**config.mk**
```make
export PLATFORM = sky130hd
export DESIGN_NAME = seq_chunk_adder
export DESIGN_NICKNAME = d
export VERILOG_FILES = /design/src/rtl/seq_chunk_adder.sv
export SDC_FILE = /design/constraint.sdc
export NUM_CORES = 1
export LEC_CHECK = 0
export ABC_CLOCK_PERIOD_IN_PS = 4300
export BUFFER_PORTS_ARGS = -buffer_cell sky130_fd_sc_hd__buf_2
export CORE_MARGIN = 3
export CORE_UTILIZATION = 35
export DETAILED_ROUTE_END_ITERATION = 10
export GPL_TIMING_DRIVEN = 0
export PLACE_DENSITY = 0.58
export RECOVER_POWER = 100
export SLEW_MARGIN = 25
export SYNTH_ARGS = -nofsm -noshare
export SYNTH_HDL_FRONTEND = slang
export SYNTH_SLANG_ARGS = --single-unit
```
**constraint.sdc**
```tcl
create_clock -name clk -period 4.3 [get_ports clk]
set_input_delay 0.645 -clock clk [delete_from_list [all_inputs] [get_ports clk]]
set_output_delay 0.645 -clock clk [all_outputs]
set_load 0.005 [all_outputs]
```
**src/rtl/seq_chunk_adder.sv**
```systemverilog
// Multi-cycle adder/subtractor: WIDTH-bit result built CHUNK bits per clock,
// LSB slice first, with a registered carry between slices and valid/ready handshakes.
module seq_chunk_adder #(
   parameter int WIDTH = 16,
   parameter int CHUNK = 4
) (
   input  logic             clk,
   input  logic             rst,
   input  logic             in_valid,
   output logic             in_ready,
   input  logic [WIDTH-1:0] a,
   input  logic [WIDTH-1:0] b,
   input  logic             cin,
   input  logic             sub,
   output logic             out_valid,
   input  logic             out_ready,
   output logic [WIDTH-1:0] sum,
   output logic             cout,
   output logic             ovf,
   output logic             busy
);

   localparam int NCHUNK = WIDTH / CHUNK;
   localparam int IW = (NCHUNK > 1) ? $clog2(NCHUNK) : 1;
   localparam logic [IW-1:0] LAST = IW'(NCHUNK - 1);
   localparam logic [WIDTH-1:0] SLICE_MASK = WIDTH'({CHUNK{1'b1}});

   typedef enum logic [1:0] {IDLE, RUN, DONE} state_t;

   state_t           state;
   logic [IW-1:0]    idx;
   logic [WIDTH-1:0] a_p0;
   logic [WIDTH-1:0] b_p0;
   logic             carry;
   logic [31:0]      lo;
   logic [CHUNK-1:0] a_sl;
   logic [CHUNK-1:0] b_sl;
   logic [CHUNK-1:0] s_sl;
   logic [CHUNK:0]   c_sl;
   logic [WIDTH-1:0] sum_nxt;

   // c[i] is the carry into bit i of the slice; c[CHUNK] is the slice carry-out.
   function automatic logic [CHUNK:0] ripple_carries(input logic [CHUNK-1:0] x,
                                                     input logic [CHUNK-1:0] y,
                                                     input logic             ci);
      logic [CHUNK:0] c;
      c[0] = ci;
      for (int i = 0; i < CHUNK; i++)
         c[i+1] = (x[i] & y[i]) | (x[i] & c[i]) | (y[i] & c[i]);
      return c;
   endfunction

   assign in_ready  = (state == IDLE);
   assign out_valid = (state == DONE);
   assign busy      = (state != IDLE);

   always_comb begin
      lo      = 32'(idx) * CHUNK;
      a_sl    = CHUNK'(a_p0 >> lo);
      b_sl    = CHUNK'(b_p0 >> lo);
      c_sl    = ripple_carries(a_sl, b_sl, carry);
      s_sl    = a_sl ^ b_sl ^ c_sl[CHUNK-1:0];
      sum_nxt = (sum & ~(SLICE_MASK << lo)) | (WIDTH'(s_sl) << lo);
   end

   // Operand capture: B is pre-inverted for subtract so RUN only ever adds.
   always_ff @(posedge clk) begin
      if (state == IDLE && in_valid) begin
         a_p0 <= a;
         b_p0 <= b ^ {WIDTH{sub}};
      end
   end

   always_ff @(posedge clk or posedge rst) begin
      if (rst) begin
         state <= IDLE;
         idx   <= '0;
         carry <= 1'b0;
         sum   <= '0;
         cout  <= 1'b0;
         ovf   <= 1'b0;
      end else begin
         case (state)
            IDLE: begin
               if (in_valid) begin
                  state <= RUN;
                  idx   <= '0;
                  carry <= cin ^ sub;
               end
            end
            RUN: begin
               sum   <= sum_nxt;
               carry <= c_sl[CHUNK];
               idx   <= idx + IW'(1);
               if (idx == LAST) begin
                  cout  <= c_sl[CHUNK];
                  ovf   <= c_sl[CHUNK-1] ^ c_sl[CHUNK];
                  state <= DONE;
               end
            end
            DONE: begin
               if (out_ready)
                  state <= IDLE;
            end
            default: state <= IDLE;
         endcase
      end
   end

endmodule

```
==> metrics.yaml <==
ant_nets: 0
final_util: 0.451
io_buffer_count: 57
drt_iter0_markers: 34
diodes: 0
fmax_mhz: 293
yosysUniqueCellTypes: 32
synth_top_family_by_area: "multiplexers"
die_x_um: 89.9
gp_congestion: 0.720
finalHoldViolations: 0
seq_area_frac_synth: 0.623
design_area_um2: 2960
synth_compound_area_frac: 0.0761
pre_cts_ws_ns: 1.09
power.net_switching_mw: 0.749
dpl.hpwl_um: 3360
avgSynthCellArea_um2: 16.5
grt_start_max_net_pins: 24
end_kind: "flip-flop"
wl_per_cell_um: 14.4
grt_pass1_vias: 1549
pwr-share-clk: 0.155
setup_viol: 0
drv_cap: 0
overflow: 0
nFillCells: 626
wirelength_um: 4480
cts_resized: 0
rows: 29
dr_total_vias: 1410
cts_buffers: 5
gr-usage-met1: 0.164
synth_area_um2: 2460
io_pins: 59
dieArea_um2: 8090
p_total_mw: 2.14
fin_ws_ns: 0.889
hp-class: "flip-flop to flip-flop"
synth.area.mux_share: 0.0898
cts_max_level: 2
post-cts-setup-buffer-count: 0
nets: 263
critPathArrivalTime_ns: 3.66
grt_pass1_wl_um: 7710
drcViolationCount: 0
drv_slew: 0
layout_commonest_cell: "buf_2"
layout_common_cells: "buf_2, edfxtp_1, dfrtp_1"
sw_frac_of_total: 0.350
rsz0062_at_grt: "false"
yosysWarnings: 0
status: "finished, final reports clean"
globalRouteMet2Util: 0.187
tightestPinTransition_ns: 0.867
cellPowerDensity_nw_per_um2: 722
area_delta_synth_final_pct: 20.2
cts_buffer_depth: 2
clock_latency_ns: 0.31
holdBufCountCts: 0
crit_path_start_kind: "flip-flop"
die_height_um: 89.9
clk_pin_slew_ns: 0.10
synthesis.nets: 195
antenna_found_initial: 0
ys_seq_elements: 55
critPathMostFrequentCell: "fa_1"
clock_skew_ns: 0.0103
firstDrtPassIters: 4
slew_headroom: 0.422
crit_required_ns: 4.55
multi_input_area_um2: 812
cp_slowest_cell: "nor3b_1"
p_seq_frac: 0.387
cts_tree: "yes"
synth_simple_gate_area_frac: 0.0508
cp_cell_sequence: "clkbuf_1 -> mux4_2 -> fa_1 -> inv_1 -> fa_1 -> fa_1 -> nor3b_1 -> a22o_1"
synth_xor_area_frac: 0.0640
cp_max_fo: 10
p_int_mw: 1.39
dpl-instance-area_um2: 2910
clock-root-buffer: "clkbuf_8"
start_util: 0.375
yosys.area_share.adder: 0.0528
core_um2: 6570
finalCritPeriodShare: 0.793
grtUsageMet3: 0.0326
p_leak_nw: 1.26
synth_cells: 149
cp_slowest_stage_delay_ns: 0.67
top_usage_layer: "met2"
final-seq-area_um2: 1540
grtUsageTotal: 0.119
vdd_drop_max_uv: 208
holdWs_ns: 0.496
crit_family: "adder cells"
viasPerCell: 4.53
critPathBufInv: 2
layout_min_cycle_time_ns: 3.41
clkSinkCount: 55
comb_power_share: 0.457
layout-drive-gt1-share: 0.335
crit_type: "flip-flop to flip-flop"
==> sequential cells by signal (all words and copies together), names as in the netlist <==
signal and count:
carry 1, idx 2, b_p0 16, cout 1, ovf 1, sum 16, state 2, a_p0 16
==> worst register-to-register path: stages, from the launching register on <==
cell and delay (ns):
dfrtp_1 0.45, clkbuf_1 0.46, mux4_2 0.41, fa_1 0.42, inv_1 0.08, fa_1 0.18
fa_1 0.42, nor3b_1 0.67, a22o_1 0.26
==> final timing paths <==
kind / startpoint / end / slack [ns] / cells after the start
worst max-delay path: idx[1] / sum[10] / 0.89 / 8
worst min-delay path: sum[7] / sum[7] / 0.50 / 1
worst max register to register: idx[1] / sum[10] / 0.89 / 8
worst min register to register: sum[7] / sum[7] / 0.50 / 1
max in group asynchronous: rst / carry / 3.26 / 2
min in group asynchronous: rst / ovf / 0.51 / 2
==> routing by layer <==
metal	wire (um)	vias to the layer above
li1	-	687
met3	245	6
met5	0	-
met4	49	0
met1	2140	664
met2	2040	53
==> synth_stat cells <==
library cell / number / area (um2)
mux4_2: 6 / 135
inv_1: 12 / 45.0
nor3b_1: 1 / 7.51
ha_1: 4 / 50.1
buf_6: 1 / 11.3
nor2_1: 1 / 3.75
a32o_1: 8 / 80.1
and3b_1: 1 / 8.76
mux4_1: 2 / 52.6
o21ai_0: 1 / 5.00
xnor2_1: 1 / 8.76
or2_2: 1 / 6.26
buf_2: 4 / 20.0
a221o_1: 1 / 10.0
nand3b_2: 1 / 11.3
nand2b_1: 1 / 6.26
o21bai_1: 1 / 7.51
a21o_1: 1 / 7.51
nand3b_1: 4 / 30.0
nor2b_1: 2 / 12.5
and2_1: 1 / 6.26
a22o_1: 8 / 70.1
buf_8: 1 / 15.0
xor2_1: 17 / 149
buf_4: 2 / 15.0
and2b_1: 1 / 7.51
nor3b_2: 2 / 25.0
dfrtp_1: 23 / 576
mux2_2: 3 / 33.8
o31ai_1: 1 / 7.51
edfxtp_1: 32 / 961
fa_1: 4 / 80.1
==> power by group through the flow <==
stage / Combinational [mW] / Sequential, mW / Clock [mW]
2_1_floorplan: 0.707 / 0.840 / 0
3_3_place_gp: 1.01 / 0.848 / 0
3_5_place_dp: 1.05 / 0.844 / 0
4_1_cts: 1.05 / 0.832 / 0.345
5_1_grt: 1.10 / 0.852 / 0.370
6_report: 0.978 / 0.828 / 0.332
==> layout make-up <==
type / count / share of cell area
flip-flops and latches: 55 / 0.519
inverters: 12 / 0.0152
clock buffers: 5 / 0.0232
clock inverters: 3 / 0.0131
well taps: 93 / 0.0393
plain buffers: 8 / 0.0169
multi-input cells: 74 / 0.274
repair buffers: 61 / 0.0993
==> stage by stage <==
step,TNS [ns],std cells
floorplan,0,149
global placement,-17.34,299
detailed placement,0,303
CTS,0,311
global route,0,311
finish,0,311
==> logic make-up (layout without fill, tap and decap cells) <==
kind of cell	Yosys count	in the layout
DFF	55	55
buffers and inverters	20	89
xor gates and xnor gates	18	18
and+or+nand+nor	16	16
adders and majority gates	8	8
AOI/OAI and AO/OA	21	21
muxes	11	11
Note: power is estimated with default switching activity, not from simulation.
